`config.mk`:
```
export PLATFORM = sky130hd
export DESIGN_NAME = multi_hash_engine_flat
export DESIGN_NICKNAME = d
export VERILOG_FILES = /design/src/rtl/multi_hash_engine_if.sv /design/src/rtl/multi_hash_engine.sv /design/src/flat_wrapper.sv
export SDC_FILE = /design/constraint.sdc
export NUM_CORES = 2
export LEC_CHECK = 0
export ABC_AREA = 0
export BUFFER_PORTS_ARGS = -buffer_cell sky130_fd_sc_hd__buf_2
export CAP_MARGIN = 20
export CORE_UTILIZATION = 55
export DETAILED_ROUTE_END_ITERATION = 10
export HOLD_SLACK_MARGIN = 0.12
export MAX_ROUTING_LAYER = met4
export PLACE_DENSITY = 0.81
export SYNTH_ARGS = -nofsm -noshare
export SYNTH_HDL_FRONTEND = slang
export SYNTH_SLANG_ARGS = --single-unit
```
`constraint.sdc`:
```
create_clock -name clk -period 5.8 [get_ports clk]
set_input_delay 0.58 -clock clk [delete_from_list [all_inputs] [get_ports clk]]
set_output_delay 0.58 -clock clk [all_outputs]
set_load 0.02 [all_outputs]
```
`src/rtl/multi_hash_engine_if.sv`:
```
// ---------------------------------------------------------------------------
// multi_hash_engine_if
// Purpose : key-chunk stream and hash-result handshake for multi_hash_engine.
// Signals : key_data/key_valid/key_last/key_ready - chunked key input
//           hash_out/hash_valid/hash_ready         - packed per-channel results
// Modports: master - key source / result consumer
//           slave  - the hash engine
// ---------------------------------------------------------------------------
`timescale 1ns/1ps
interface multi_hash_engine_if #(
   parameter int WORD_WIDTH   = 32,
   parameter int NUM_HASH     = 10,
   parameter int OUTPUT_WIDTH = 19
);
   logic [WORD_WIDTH-1:0]            key_data;
   logic                             key_valid;
   logic                             key_last;
   logic                             key_ready;
   logic [NUM_HASH*OUTPUT_WIDTH-1:0] hash_out;
   logic                             hash_valid;
   logic                             hash_ready;

   modport master (
      output key_data, key_valid, key_last, hash_ready,
      input  key_ready, hash_out, hash_valid
   );

   modport slave (
      input  key_data, key_valid, key_last, hash_ready,
      output key_ready, hash_out, hash_valid
   );
endinterface

```
`src/rtl/multi_hash_engine.sv`:
```
// ---------------------------------------------------------------------------
// multi_hash_engine
// Purpose : NUM_HASH independent seeded CRC-32 hashes over a multi-word key
//           streamed in WORD_WIDTH chunks (MSB byte first). Each channel keeps
//           the low OUTPUT_WIDTH CRC bits in a valid/ready output register.
// Ports   : clk         - clock
//           reset       - asynchronous active-low reset
//           kif         - slave side of the key stream / result handshake
//           hash_seed   - per-channel CRC init, channel i at [32i+31:32i]
//           keys_hashed - count of consumed results (wraps)
//           busy        - a key is partially accumulated
// ---------------------------------------------------------------------------
`timescale 1ns/1ps
module multi_hash_engine #(
   parameter int          WORD_WIDTH   = 32,
   parameter int          NUM_HASH     = 10,
   parameter int          OUTPUT_WIDTH = 19,
   parameter logic [31:0] POLY         = 32'h04C11DB7
) (
   input  logic                     clk,
   input  logic                     reset,
   multi_hash_engine_if.slave       kif,
   input  logic [NUM_HASH*32-1:0]   hash_seed,
   output logic [31:0]              keys_hashed,
   output logic                     busy
);

   typedef enum logic [0:0] {
      ST_IDLE  = 1'b0,
      ST_ACCUM = 1'b1
   } state_t;

   state_t                           state_r;
   logic                             busy_r;
   logic [31:0]                      crc_r      [NUM_HASH];
   logic [31:0]                      next_crc_s [NUM_HASH];
   logic [NUM_HASH*OUTPUT_WIDTH-1:0] out_pack_s;
   logic [NUM_HASH*OUTPUT_WIDTH-1:0] hash_out_r;
   logic                             hash_valid_r;
   logic [31:0]                      keys_hashed_r;
   logic                             key_ready_s;
   logic                             accept_s;
   logic                             load_s;
   logic                             consume_s;

   // Non-reflected MSB-first CRC over one whole chunk; unrolls to an XOR tree.
   function automatic logic [31:0] crc_step(input logic [31:0]           crc_in,
                                            input logic [WORD_WIDTH-1:0] data);
      logic [31:0] crc;
      logic        fb;
      crc = crc_in;
      for (int b = WORD_WIDTH - 1; b >= 0; b--) begin
         fb  = crc[31] ^ data[b];
         crc = {crc[30:0], 1'b0} ^ (fb ? POLY : 32'h0000_0000);
      end
      return crc;
   endfunction

   // The output slot is free when empty or being drained this cycle.
   assign key_ready_s = reset & (~hash_valid_r | kif.hash_ready);
   assign accept_s    = kif.key_valid & key_ready_s;
   assign load_s      = accept_s & kif.key_last;
   assign consume_s   = hash_valid_r & kif.hash_ready;

   assign kif.key_ready  = key_ready_s;
   assign kif.hash_out   = hash_out_r;
   assign kif.hash_valid = hash_valid_r;
   assign keys_hashed    = keys_hashed_r;
   assign busy           = busy_r;

   // Next CRC per channel: the first chunk of a key starts from the live seed,
   // later chunks continue from the running state (seed changes mid-key ignored).
   always_comb begin
      for (int i = 0; i < NUM_HASH; i++) begin
         next_crc_s[i] = 32'h0000_0000;
         if (state_r == ST_ACCUM) begin
            next_crc_s[i] = crc_step(crc_r[i], kif.key_data);
         end else begin
            next_crc_s[i] = crc_step(hash_seed[32*i +: 32], kif.key_data);
         end
      end
   end

   // Pack the truncated per-channel results into the output bus layout.
   always_comb begin
      out_pack_s = {(NUM_HASH*OUTPUT_WIDTH){1'b0}};
      for (int i = 0; i < NUM_HASH; i++) begin
         out_pack_s[i*OUTPUT_WIDTH +: OUTPUT_WIDTH] = next_crc_s[i][OUTPUT_WIDTH-1:0];
      end
   end

   // Key framing FSM: IDLE between keys, ACCUM while a key is partially seen.
   always_ff @(posedge clk or negedge reset) begin
      if (!reset) begin
         state_r <= ST_IDLE;
         busy_r  <= 1'b0;
      end else begin
         case (state_r)
            ST_IDLE: begin
               if (accept_s && !kif.key_last) begin
                  state_r <= ST_ACCUM;
                  busy_r  <= 1'b1;
               end else begin
                  state_r <= ST_IDLE;
                  busy_r  <= 1'b0;
               end
            end
            ST_ACCUM: begin
               if (load_s) begin
                  state_r <= ST_IDLE;
                  busy_r  <= 1'b0;
               end else begin
                  state_r <= ST_ACCUM;
                  busy_r  <= 1'b1;
               end
            end
            default: begin
               state_r <= ST_IDLE;
               busy_r  <= 1'b0;
            end
         endcase
      end
   end

   // Running CRC state advances on every accepted chunk.
   always_ff @(posedge clk or negedge reset) begin
      if (!reset) begin
         for (int i = 0; i < NUM_HASH; i++) begin
            crc_r[i] <= 32'h0000_0000;
         end
      end else if (accept_s) begin
         for (int i = 0; i < NUM_HASH; i++) begin
            crc_r[i] <= next_crc_s[i];
         end
      end
   end

   // Output register: a new last chunk reloads it even while the old result
   // drains on the same edge, so hash_valid stays high at full rate.
   always_ff @(posedge clk or negedge reset) begin
      if (!reset) begin
         hash_out_r   <= {(NUM_HASH*OUTPUT_WIDTH){1'b0}};
         hash_valid_r <= 1'b0;
      end else if (load_s) begin
         hash_out_r   <= out_pack_s;
         hash_valid_r <= 1'b1;
      end else if (consume_s) begin
         hash_valid_r <= 1'b0;
      end
   end

   // Count results taken by the downstream stage; wraps naturally.
   always_ff @(posedge clk or negedge reset) begin
      if (!reset) begin
         keys_hashed_r <= 32'h0000_0000;
      end else if (consume_s) begin
         keys_hashed_r <= keys_hashed_r + 32'd1;
      end
   end

endmodule

```
`src/flat_wrapper.sv`:
```
// flat-port wrapper written by rule: the top's interface ports become plain ports
module multi_hash_engine_flat 
#(
   parameter int          WORD_WIDTH   = 32,
   parameter int          NUM_HASH     = 10,
   parameter int          OUTPUT_WIDTH = 19,
   parameter logic [31:0] POLY         = 32'h04C11DB7
)
  (clk, reset, hash_seed, keys_hashed, busy, kif_key_data, kif_key_valid, kif_key_last, kif_hash_ready, kif_key_ready, kif_hash_out, kif_hash_valid);
  multi_hash_engine_if #(.WORD_WIDTH(WORD_WIDTH), .NUM_HASH(NUM_HASH), .OUTPUT_WIDTH(OUTPUT_WIDTH)) kif_i ();
  input  logic clk;
  input  logic reset;
  input  logic [NUM_HASH*32-1:0] hash_seed;
  output logic [31:0] keys_hashed;
  output logic busy;
  input wire logic [$bits(kif_i.key_data)-1:0] kif_key_data;
  input wire logic [$bits(kif_i.key_valid)-1:0] kif_key_valid;
  input wire logic [$bits(kif_i.key_last)-1:0] kif_key_last;
  input wire logic [$bits(kif_i.hash_ready)-1:0] kif_hash_ready;
  output wire logic [$bits(kif_i.key_ready)-1:0] kif_key_ready;
  output wire logic [$bits(kif_i.hash_out)-1:0] kif_hash_out;
  output wire logic [$bits(kif_i.hash_valid)-1:0] kif_hash_valid;
  assign kif_i.key_data = kif_key_data;
  assign kif_i.key_valid = kif_key_valid;
  assign kif_i.key_last = kif_key_last;
  assign kif_i.hash_ready = kif_hash_ready;
  assign kif_key_ready = kif_i.key_ready;
  assign kif_hash_out = kif_i.hash_out;
  assign kif_hash_valid = kif_i.hash_valid;
  multi_hash_engine #(.WORD_WIDTH(WORD_WIDTH), .NUM_HASH(NUM_HASH), .OUTPUT_WIDTH(OUTPUT_WIDTH), .POLY(POLY)) u_core (.clk(clk), .reset(reset), .kif(kif_i), .hash_seed(hash_seed), .keys_hashed(keys_hashed), .busy(busy));
endmodule
```
Word-level counts from Yosys, hierarchy flattened
Cells that the tools add are included.
Word-level totals
  logic and storage cells: 1960
  flip-flop bits (word level): 544
  bits of input ports: 357
Operators by class
  mux-type cells: 655
  bitwise gates (word level): 1287
  reduce and logical (&&, ||, !) cells: 3
  add/sub/neg operators: 1
Operator list (number)
  $xor A32 B32 Y32: 640
  $mux W27: 640
  $xor A1 B1 Y1: 640
  $mux W32: 10
  $add A32 B1 Y32 const B: 1
  $and A1 B1 Y1: 4
  $mux W1: 4
  $not A1 Y1: 2
  $pmux W1 S2: 1
  $reduce_bool A2 Y1: 1
  $logic_and A1 B1 Y1: 1
  $logic_not A1 Y1: 1
  $or A1 B1 Y1: 1

Longest topological paths before layout
  depth in word-level cells: 97
  gate-level depth with buffers: 15
  gate-level depth less buffers: 11

Least setup slack after synthesis
Ideal clock, no wire load.
  path kind: input -> register
  from: in kif_key_data[29]
  to: reg u_core.hash_out_r[184] (netlist: u_core.kif.hash_out[184])
  required time: 5.675 ns
  path buffers: 1
  arrival: 4.698 ns
  stages on the path: 12
  setup slack: 0.978 ns
  cells stage by stage: buf_4 xnor3_2 xnor3_1 xor2_1 xnor3_2 xnor3_1 xnor2_4 xor2_1 xnor2_1 xor2_1 mux2_2 mux2_2
Between the ends
  longest elaborated chain between the ends: 41
  elaborated cells between the ends (all ways): 125
Ends and longest elaborated chain
  start: declaration: line flat_wrapper.sv:16  | input wire logic [$bits(kif_i.key_data)-1:0] kif_key_data;
  $xor A1 B1 Y1: line multi_hash_engine.sv:53  | fb = crc[31] ^ data[b];
  $mux W27: line multi_hash_engine.sv:54  | crc = {crc[30:0], 1'b0} ^ (fb ? POLY : 32'h0000_0000);
  $xor A32 B32 Y32 (6 in a row): line multi_hash_engine.sv:54
  $xor A1 B1 Y1 or $xor A32 B32 Y32 (tied branches): line multi_hash_engine.sv:53, multi_hash_engine.sv:54
  $mux W27 or $xor A32 B32 Y32 (tied branches): line multi_hash_engine.sv:54
  $xor A32 B32 Y32: line multi_hash_engine.sv:54
  $xor A32 B32 Y32 or $xor A1 B1 Y1 (tied branches): line multi_hash_engine.sv:54, multi_hash_engine.sv:53
  $xor A32 B32 Y32 (tied with other cells): line multi_hash_engine.sv:54
  [... 19 more ...]
  $xor A1 B1 Y1 or $xor A32 B32 Y32 (tied branches): line multi_hash_engine.sv:53, multi_hash_engine.sv:54
  $mux W27 or $xor A32 B32 Y32 (tied branches): line multi_hash_engine.sv:54
  $xor A32 B32 Y32: line multi_hash_engine.sv:54
  $xor A32 B32 Y32 or $xor A1 B1 Y1 (tied branches): line multi_hash_engine.sv:54, multi_hash_engine.sv:53
  $xor A32 B32 Y32 (tied with other cells): line multi_hash_engine.sv:54
  $xor A32 B32 Y32 or $mux W27 (tied branches): line multi_hash_engine.sv:54
  $xor A32 B32 Y32 (2 in a row): line multi_hash_engine.sv:54
  $mux W32 (*): line multi_hash_engine.sv:76  | if (state_r == ST_ACCUM) begin
  end signal: assignment: line multi_hash_engine.sv:142  | hash_out_r <= {(NUM_HASH*OUTPUT_WIDTH){1'b0}};
  end signal: assignment: line multi_hash_engine.sv:145  | hash_out_r <= out_pack_s;
  end: declaration: line multi_hash_engine.sv:38  | logic [NUM_HASH*OUTPUT_WIDTH-1:0] hash_out_r;
Mark *: on every way between the ends. The rest lies on a longest branch, timed or not.
A chain may end at the register's enable or synchronous reset.

Final worst setup path
  from: in kif_key_data[31]
  to: reg u_core.hash_out_r[154] (netlist: u_core.kif.hash_out[154])
Between the ends
  longest elaborated chain between the ends: 45
  elaborated cells between the ends (all ways): 133
Ends and longest elaborated chain (line)
  $xor A1 B1 Y1: multi_hash_engine.sv:53
  $mux W27: multi_hash_engine.sv:54
  $xor A32 B32 Y32 (6 in a row): multi_hash_engine.sv:54
  $xor A1 B1 Y1: multi_hash_engine.sv:53
  $mux W27: multi_hash_engine.sv:54
  $xor A32 B32 Y32 (6 in a row): multi_hash_engine.sv:54
  $xor A1 B1 Y1: multi_hash_engine.sv:53
  $mux W27: multi_hash_engine.sv:54
  [... 8 more ...]
  $xor A32 B32 Y32 (6 in a row): multi_hash_engine.sv:54
  $xor A1 B1 Y1: multi_hash_engine.sv:53
  $mux W27: multi_hash_engine.sv:54
  $xor A32 B32 Y32 (6 in a row): multi_hash_engine.sv:54
  $xor A1 B1 Y1: multi_hash_engine.sv:53
  $mux W27: multi_hash_engine.sv:54
  $xor A32 B32 Y32 (2 in a row): multi_hash_engine.sv:54
  $mux W32 (*): multi_hash_engine.sv:76
Marks and branches as above.

==> out/qor.yml <==
floorplan:
  die_x_um: 395.9
  start_util_pct: 55.40
  die_height_um: 395.9
  die_area_um2: 156700
  rows: 144
  ios: 582
  core_region_area_um2: 154000
final_layout:
  drive_gt1_share_pct: 21.58
  fillCellCount: 12780
  fin_nets: 9109
  fin_area_um2: 97620
  area_delta_synth_final_pct: 14.39
global_route:
  grt_pass1_vias: 63410
  grt_antenna_before_repair: 34
  overflow: 0
  grt_start_max_net_pins: 162
  grt_pass1_wl_mm: 496.6
  grt_util_all_layers_pct: 46.67
detailed_routing:
  ant_nets: 0
  drtPass1Iterations: 6
  drt_iter0_drc: 7368
  drt_wl_total_mm: 360.0
  wl_per_cell_um: 33.07
  drc: 0
  num_vias: 63450
  via_per_inst: 5.828
sta:
  worst_pin_slew_ns: 1.173
  maxSlewViolCount: 0
  fin_skew_ns: 0.02889
  hold_viol: 0
  timing.slew.headroom_pct: 21.74
  max_freq_mhz: 186.1
  finalCriticalPeriod_ns: 5.375
  rsz0062_at_grt: "false"
  setup-violations-final: 0
  finalCritPeriodShare_pct: 92.67
synth:
  synth_edf_count: 0
  synthDistinctLibCells: 46
  synth_warnings: 0
  ys.flop_type: "dfrtp_1"
  ys_seq_elements: 544
  synth_area_leader_cell: "xnor2_1"
  synthArstFlopShare_pct: 100.0
  synth_top_area_share_pct: 35.83
  ys_top_cells_by_area: "xnor2_1 (36%), xnor3_1 (19%), dfrtp_1 (16%)"
  yosysMostFrequentCell: "xnor2_1"
  synth_nets: 8115
  syn_inst: 7757
  syn_area_um2: 85340
  synth_common_cells: "xnor2_1 (3491), xor2_1 (965), xnor3_1 (713)"
  synth.avg_cell_area_um2: 11.00
  ys_seq_area_share_pct: 15.95
clock_tree:
  cts_buffers: 73
  cts_tree: "yes"
  clock-root-buffer: "clkbuf_16"
  clkLatencyLatePin_ns: 0.72
  cts_sinks: 544
  htree_levels: 3
  cts.reportedPaths.clkPinSlew_ns: 0.06
  clk_path_buf_depth: 3
placed_design:
  io_buffers: 581
  hpwlAfterDp_mm: 294.7
  place_area_um2: 94960
  gp_congestion: 1.084
setup_path:
  crit_arrival_ns: 6.02
  end_kind: "register"
  crit_fanout: 13
  crit_type: "in2reg"
  rr_worst_depth: 11
  cp-start-kind: "input pin"
  crit_required_ns: 6.45
min_path:
  min_path_type: "in2reg"
  hold_depth: 3
outcome:
  status: "complete, no violations"
job:
  max_cap_violations: 0
[final timing paths]
| path | start | end | slack, ns |
|---|---|---|---|
| setup / recovery | kif_key_data[31] | u_core.kif.hash_out[154] | 0.43 |
| hold / removal | kif_hash_ready | u_core.keys_hashed[0] | 0.22 |
| setup reg to reg | u_core.crc_r[127] | u_core.crc_r[104] | 0.53 |
| hold reg to reg | u_core.kif.hash_out[38] | u_core.kif.hash_out[38] | 0.47 |
| max in group asynchronous | reset | u_core.crc_r[42] | 3.19 |
| min in group asynchronous | reset | u_core.crc_r[264] | 0.38 |
[layout by cell type (no fill, tap or decap), types with 54 or more instances in the layout]
master / netlist / routed
buf_4: 26 / 662
mux2_2: 302 / 302
buf_2: 36 / 574
xor2_1: 965 / 953
nand2_1: 394 / 392
mux2i_1: 54 / 54
clkbuf_16: 0 / 75
xnor2_2: 96 / 97
a21oi_1: 140 / 140
o21ai_0: 239 / 239
xor3_1: 135 / 134
dfrtp_1: 544 / 543
xnor3_1: 713 / 709
xnor2_1: 3491 / 3488
nor2_1: 158 / 158
[repair_timing]
action	4_1_cts	5_1_grt
buffers inserted	0	0
hold buffers	1	0
setup endpoints to repair	0	0
resized for setup	0	0
hold endpoints to repair	29	0
[worst max-delay path, cell delays in order]
cell and delay [ns]:
buf_4 0.34, buf_4 0.52, xnor3_1 0.86, xnor3_1 0.50, xor3_1 0.53, xor2_1 0.39
xnor3_1 0.47, xnor3_1 0.44, buf_4 0.18, xnor2_1 0.34, xor2_1 0.21, nor2_1 0.06
a21oi_1 0.30, mux2_2 0.23
[per-stage QoR]
| step | TNS, ns | cells | utilization, % | setup slack [ns] | hold slack [ns] |
|---|---|---|---|---|---|
| after floorplan | 0 | 7757 | - | 0.9776 | 0.2844 |
| after global placement | -0.5271 | 10720 | 61.62 | -0.08290 | 0.4542 |
| after CTS | 0 | 10850 | 63.31 | 0.6469 | 0.1825 |
| after detailed placement | -0.1439 | 10720 | 61.64 | -0.02989 | 0.4583 |
| final | 0 | 10890 | 63.37 | 0.4251 | 0.2168 |
| after global routing | 0 | 10880 | 63.36 | 0.4076 | 0.2380 |
[state kept, by name (all words and copies together), names as in the netlist, named ones only]
signal                 cells
u_core.keys_hashed        32
u_core.kif.hash_valid      1
u_core.kif.hash_out      190
u_core.crc_r             320
[cell families after synthesis]
family                     share of synthesized area, %
adders and majority gates                       0.01466
buffers and inverters                             1.750
xor gates and xnor gates                          72.19
muxes                                             4.618
and+or+nand+nor                                   2.793
DFF                                               15.95
AOI/OAI and AO/OA                                 2.683
[layout make-up]
cell class | count | area, um2 | share of cell area [%]
antenna | 33 | 82.58 | 0.08459
sequential | 544 | 13620 | 13.95
timing repair buffer | 1260 | 8315 | 8.518
inverter | 1 | 8.758 | 0.008972
clock inverter | 38 | 498.0 | 0.5101
tap | 2044 | 2557 | 2.620
multi-input combinational | 6871 | 70480 | 72.20
clock buffer | 95 | 2062 | 2.112
[layer usage]
metal	GRT usage (%)	vias to the layer above	share of wire, %
li1	-	26990	-
met1	60.66	31840	40
met2	67.44	3822	43
met3	11.82	800	11
met4	23.21	0	6.0
met5	-	-	0
Power is not shown: default switching activity piles up to over one toggle a cycle in this logic, so the estimate is an artifact.
